## config.mk

```make
export PLATFORM = sky130hd
export DESIGN_NAME = shift_arbiter
export DESIGN_NICKNAME = d
export VERILOG_FILES = /design/src/rtl/shift_arbiter.sv
export SDC_FILE = /design/constraint.sdc
export NUM_CORES = 1
export LEC_CHECK = 0
export CORE_ASPECT_RATIO = 0.75
export CORE_MARGIN = 10
export CORE_UTILIZATION = 38
export DETAILED_ROUTE_END_ITERATION = 12
export HOLD_SLACK_MARGIN = 0.03
export PLACE_DENSITY = 0.78
export SYNTH_ARGS = -nofsm -noshare
export SYNTH_HDL_FRONTEND = slang
export SYNTH_SLANG_ARGS = --single-unit
```

## constraint.sdc

```tcl
create_clock -name clk -period 1.5 [get_ports clk]
set_clock_uncertainty 0.1 [all_clocks]
set_input_delay 0.225 -clock clk [delete_from_list [all_inputs] [get_ports clk]]
set_output_delay 0.225 -clock clk [all_outputs]
set_load 0.05 [all_outputs]
```

## src/rtl/shift_arbiter.sv

```systemverilog
// Round-robin arbiter sharing one combinational shifter between two requesters.
// Operands are registered onto the shifter, the result is captured and returned with the requester id.
//
// state | meaning
// IDLE  | waiting for a request; grants one requester and registers its operands
// EXEC  | shifter settles on registered operands; result captured at end of cycle
// RESP  | response presented and held until rsp_ready
module shift_arbiter #(
    parameter int WIDTH = 4
) (
    input  logic             clk,
    input  logic             rst,
    input  logic             req0_valid,
    input  logic [WIDTH-1:0] req0_a,
    input  logic [WIDTH-1:0] req0_b,
    input  logic             req0_dir,
    output logic             req0_ready,
    input  logic             req1_valid,
    input  logic [WIDTH-1:0] req1_a,
    input  logic [WIDTH-1:0] req1_b,
    input  logic             req1_dir,
    output logic             req1_ready,
    output logic [WIDTH-1:0] sh_a,
    output logic [WIDTH-1:0] sh_b,
    input  logic [WIDTH-1:0] sh_left,
    input  logic [WIDTH-1:0] sh_right,
    output logic             rsp_valid,
    output logic             rsp_id,
    output logic [WIDTH-1:0] rsp_data,
    input  logic             rsp_ready
);

    typedef enum logic [1:0] {
        IDLE = 2'd0,
        EXEC = 2'd1,
        RESP = 2'd2
    } state_t;

    state_t           state_q, state_d;
    logic [WIDTH-1:0] sh_a_q, sh_a_d;
    logic [WIDTH-1:0] sh_b_q, sh_b_d;
    logic             dir_q, dir_d;
    logic             id_q, id_d;
    logic             last_grant_q, last_grant_d;
    logic             rsp_valid_q, rsp_valid_d;
    logic             rsp_id_q, rsp_id_d;
    logic [WIDTH-1:0] rsp_data_q, rsp_data_d;

    logic grant_vld;
    logic grant_id;
    logic accept;

    // Under contention the requester that did not win last time gets the grant.
    always_comb begin
        grant_vld = req0_valid | req1_valid;
        grant_id  = (req0_valid && req1_valid) ? ~last_grant_q : req1_valid;
        accept    = !rst && (state_q == IDLE) && grant_vld;
    end

    assign req0_ready = accept && !grant_id;
    assign req1_ready = accept &&  grant_id;

    always_comb begin
        state_d      = state_q;
        sh_a_d       = sh_a_q;
        sh_b_d       = sh_b_q;
        dir_d        = dir_q;
        id_d         = id_q;
        last_grant_d = last_grant_q;
        rsp_valid_d  = rsp_valid_q;
        rsp_id_d     = rsp_id_q;
        rsp_data_d   = rsp_data_q;

        case (state_q)
            IDLE: begin
                if (accept) begin
                    sh_a_d       = grant_id ? req1_a   : req0_a;
                    sh_b_d       = grant_id ? req1_b   : req0_b;
                    dir_d        = grant_id ? req1_dir : req0_dir;
                    id_d         = grant_id;
                    last_grant_d = grant_id;
                    state_d      = EXEC;
                end
            end
            EXEC: begin
                rsp_data_d  = dir_q ? sh_right : sh_left;
                rsp_id_d    = id_q;
                rsp_valid_d = 1'b1;
                state_d     = RESP;
            end
            RESP: begin
                if (rsp_valid_q && rsp_ready) begin
                    rsp_valid_d = 1'b0;
                    state_d     = IDLE;
                end
            end
            default: state_d = IDLE;
        endcase
    end

    always_ff @(posedge clk) begin
        if (rst) begin
            state_q      <= IDLE;
            sh_a_q       <= '0;
            sh_b_q       <= '0;
            dir_q        <= 1'b0;
            id_q         <= 1'b0;
            last_grant_q <= 1'b1;
            rsp_valid_q  <= 1'b0;
            rsp_id_q     <= 1'b0;
            rsp_data_q   <= '0;
        end else begin
            state_q      <= state_d;
            sh_a_q       <= sh_a_d;
            sh_b_q       <= sh_b_d;
            dir_q        <= dir_d;
            id_q         <= id_d;
            last_grant_q <= last_grant_d;
            rsp_valid_q  <= rsp_valid_d;
            rsp_id_q     <= rsp_id_d;
            rsp_data_q   <= rsp_data_d;
        end
    end

    assign sh_a      = sh_a_q;
    assign sh_b      = sh_b_q;
    assign rsp_valid = rsp_valid_q;
    assign rsp_id    = rsp_id_q;
    assign rsp_data  = rsp_data_q;

endmodule
```

==> impl_metrics.tcl <==
set metrics [dict create \
    grt_pass1_wl_um 4790 \
    die-width_um 75.3 \
    setup.worst_path.class "register to primary output" \
    ir_worst_vdd_v 0.000654 \
    reg2reg_depth 5 \
    grt_setup_unrepaired "true" \
    syn_area_sq_um 871 \
    initialDrtViolationCount 55 \
    root_buffer "clkbuf_4" \
    syn2layout_area_growth_pct 89.2 \
    antenna_found_initial 0 \
    synth_area_leaders "dfxtp_1, a311oi_1, nand2_1" \
    io_pins 47 \
    drive_above_1_share_pct 29.9 \
    worst_pin_slew_ns 0.272 \
    die_h_um 61.5 \
    cp-end-kind "primary output" \
    drv_slew 0 \
    grt_overflow_total 0 \
    hold_class "input port to register" \
    hp-start "req0_b[0]" \
    vias 978 \
    cp-start-kind "register" \
    cts.reportedPaths.clkPinSlew_ns 0.12 \
    gp_congestion 0.794 \
    fin_util_pct 79.1 \
    period_minus_slack_ns 1.72 \
    synth_seq_cells 19 \
    dp.cells 173 \
    dp_hpwl_um 2500 \
    hold_viol 0 \
    initial_utilization_pct 41.8 \
    syn_area_per_cell_sq_um 8.71 \
    worstPathMaxFanout 3 \
    holdWs_ns 0.371 \
    grt_pass1_vias 998 \
    dieArea_sq_mm 0.00463 \
    yosysUniqueCellTypes 24 \
    violations "negative setup slack" \
    worstPathRequired_ns 1.17 \
    leakagePower_uw 0.000665 \
    clock_latency_ns 0.32 \
    status "finished, violations left" \
    fin_crit_sh_pct 115 \
    regToRegEndpoint "dir_q" \
    htreeDepth 1 \
    cts_sinks 19 \
    cts_hold_buf 0 \
    regToRegStartpoint "state_q[1]" \
    cp-endpoint "req1_ready" \
    grt_max_degree 12 \
    cts-buffers-inserted 3 \
    max_freq_mhz 581 \
    clk_path_buf_depth 2 \
    grt_util_all_layers_pct 13.6 \
    crit_start "state_q[1]" \
    instances_no_fill 181 \
    drc 0 \
    arrival_ns 1.40 \
    cts_tree "yes" \
    yosysTopAreaCellShare_pct 43.7 \
    power.total_uw 1530 \
    maxCapViolCount 0 \
    final_antenna_net_count 0 \
    core_area_sq_mm 0.00208 \
    synthesis.nets 131 \
    ff2ff_setup_slack_ns 0.07 \
    antenna_cells 0 \
    num_rows 14 \
    fin_ws_ns -0.220 \
    nets 189 \
    first_pass_iters 4 \
    synth_cells 100 \
    synth.largest_area_cell "dfxtp_1" \
    wl_per_cell_um 18.2 \
    ys_seq_area_share_pct 43.7 \
    vias_per_cell 5.40 \
    maxSlewHeadroom_pct 81.8 \
    drt_wl_total_um 3290 \
    p_per_area_mw_per_mm2 928 \
    port_buffers 46 \
    yosysWarnings 0 \
    pre_cts_slack_ns -0.280 \
    setup_viol 2 \
]
==> timing repair <==
action,CTS,global route
endpoints found under the setup margin,2,4
gates resized for setup,5,9
pin swaps,1,4
setup buffers,2,3
==> cells in the final DEF, fill, tap and decap left out, types with 5 or more instances in the layout <==
cell type and count:
clkdlybuf4s50_1 27, mux2i_1 5, nor2_1 8, buf_12 16, a311oi_1 9, a211oi_1 5, dfxtp_1 17, nand2_1 19
buf_4 14, a21oi_1 11
==> flip-flops by register name (all words and copies together) (netlist names) <==
register	count
sh_b	4
sh_a	4
dir_q	1
id_q	1
rsp_data	4
rsp_valid	1
state_q	2
rsp_id	1
last_grant_q	1
==> where the power goes <==
group          total, uW  internal, uW  switching (uW)
clock                274           100             174
sequential           615           556            59.3
combinational        640           333             307
total               1530           989             541
==> final cells by class <==
cell class | count | area (sq um)
Tap cell | 24 | 30.0
Clock buffer | 3 | 22.5
Inverter | 3 | 13.8
Timing Repair Buffer | 61 | 737
Clock inverter | 1 | 5.00
Sequential cell | 19 | 388
Multi-Input combinational cell | 70 | 452
Fill cell | 139 | 437
==> worst max-delay path: stages (launching register included) <==
cell,delay [ns]
dfxtp_4,0.37
nor3_4,0.26
buf_6,0.15
nand3_4,0.09
inv_4,0.09
buf_12,0.13
==> through the flow <==
step                setup TNS, ns  instance area (sq um)
floorplan                       0                    873
global placement            -2.05                   1550
detailed placement          -2.63                   1550
CTS                        -0.323                   1600
global route               -0.459                   1650
finish                     -0.419                   1650
==> synth_stat cells, drive strengths merged <==
cell	n
nor2b	2
or3	1
a211o	1
or2	1
a21boi	1
dfxtp	19
buf	6
nor2	9
clkbuf	2
nor3	1
a21oi	11
a311oi	9
o21ai	2
inv	3
mux2i	5
a211oi	5
nand2	20
nand3	1
a21bo	1
==> per-layer routing <==
metal | vias up | track usage (%) | wire [um]
li1 | 469 | - | -
met1 | 458 | 13.8 | 1240
met2 | 43 | 23.4 | 1630
met3 | 8 | 7.56 | 354
met4 | 0 | 4.49 | 67
met5 | - | 0 | 0
==> logic make-up (layout without fill, tap and decap cells) <==
| family | Yosys count | after routing | synth area share (%) |
|---|---|---|---|
| buffers and inverters | 11 | 68 | 7.61 |
| muxes | 5 | 5 | 5.75 |
| AOI/OAI and AO/OA | 30 | 30 | 24.3 |
| DFF | 19 | 19 | 43.7 |
| and+or+nand+nor | 35 | 35 | 18.7 |
==> worst min-delay path by stage <==
stage / to / slack (ns) / depth (start not counted)
6_report: sh_b[0] / 0.37 / 3
5_1_grt: sh_b[2] / 0.38 / 3
3_5_place_dp: id_q / 0.40 / 2
2_1_floorplan: dir_q / 0.28 / 2
3_3_place_gp: id_q / 0.37 / 2
4_1_cts: id_q / 0.37 / 3
Power figures use the tool's default switching activity.
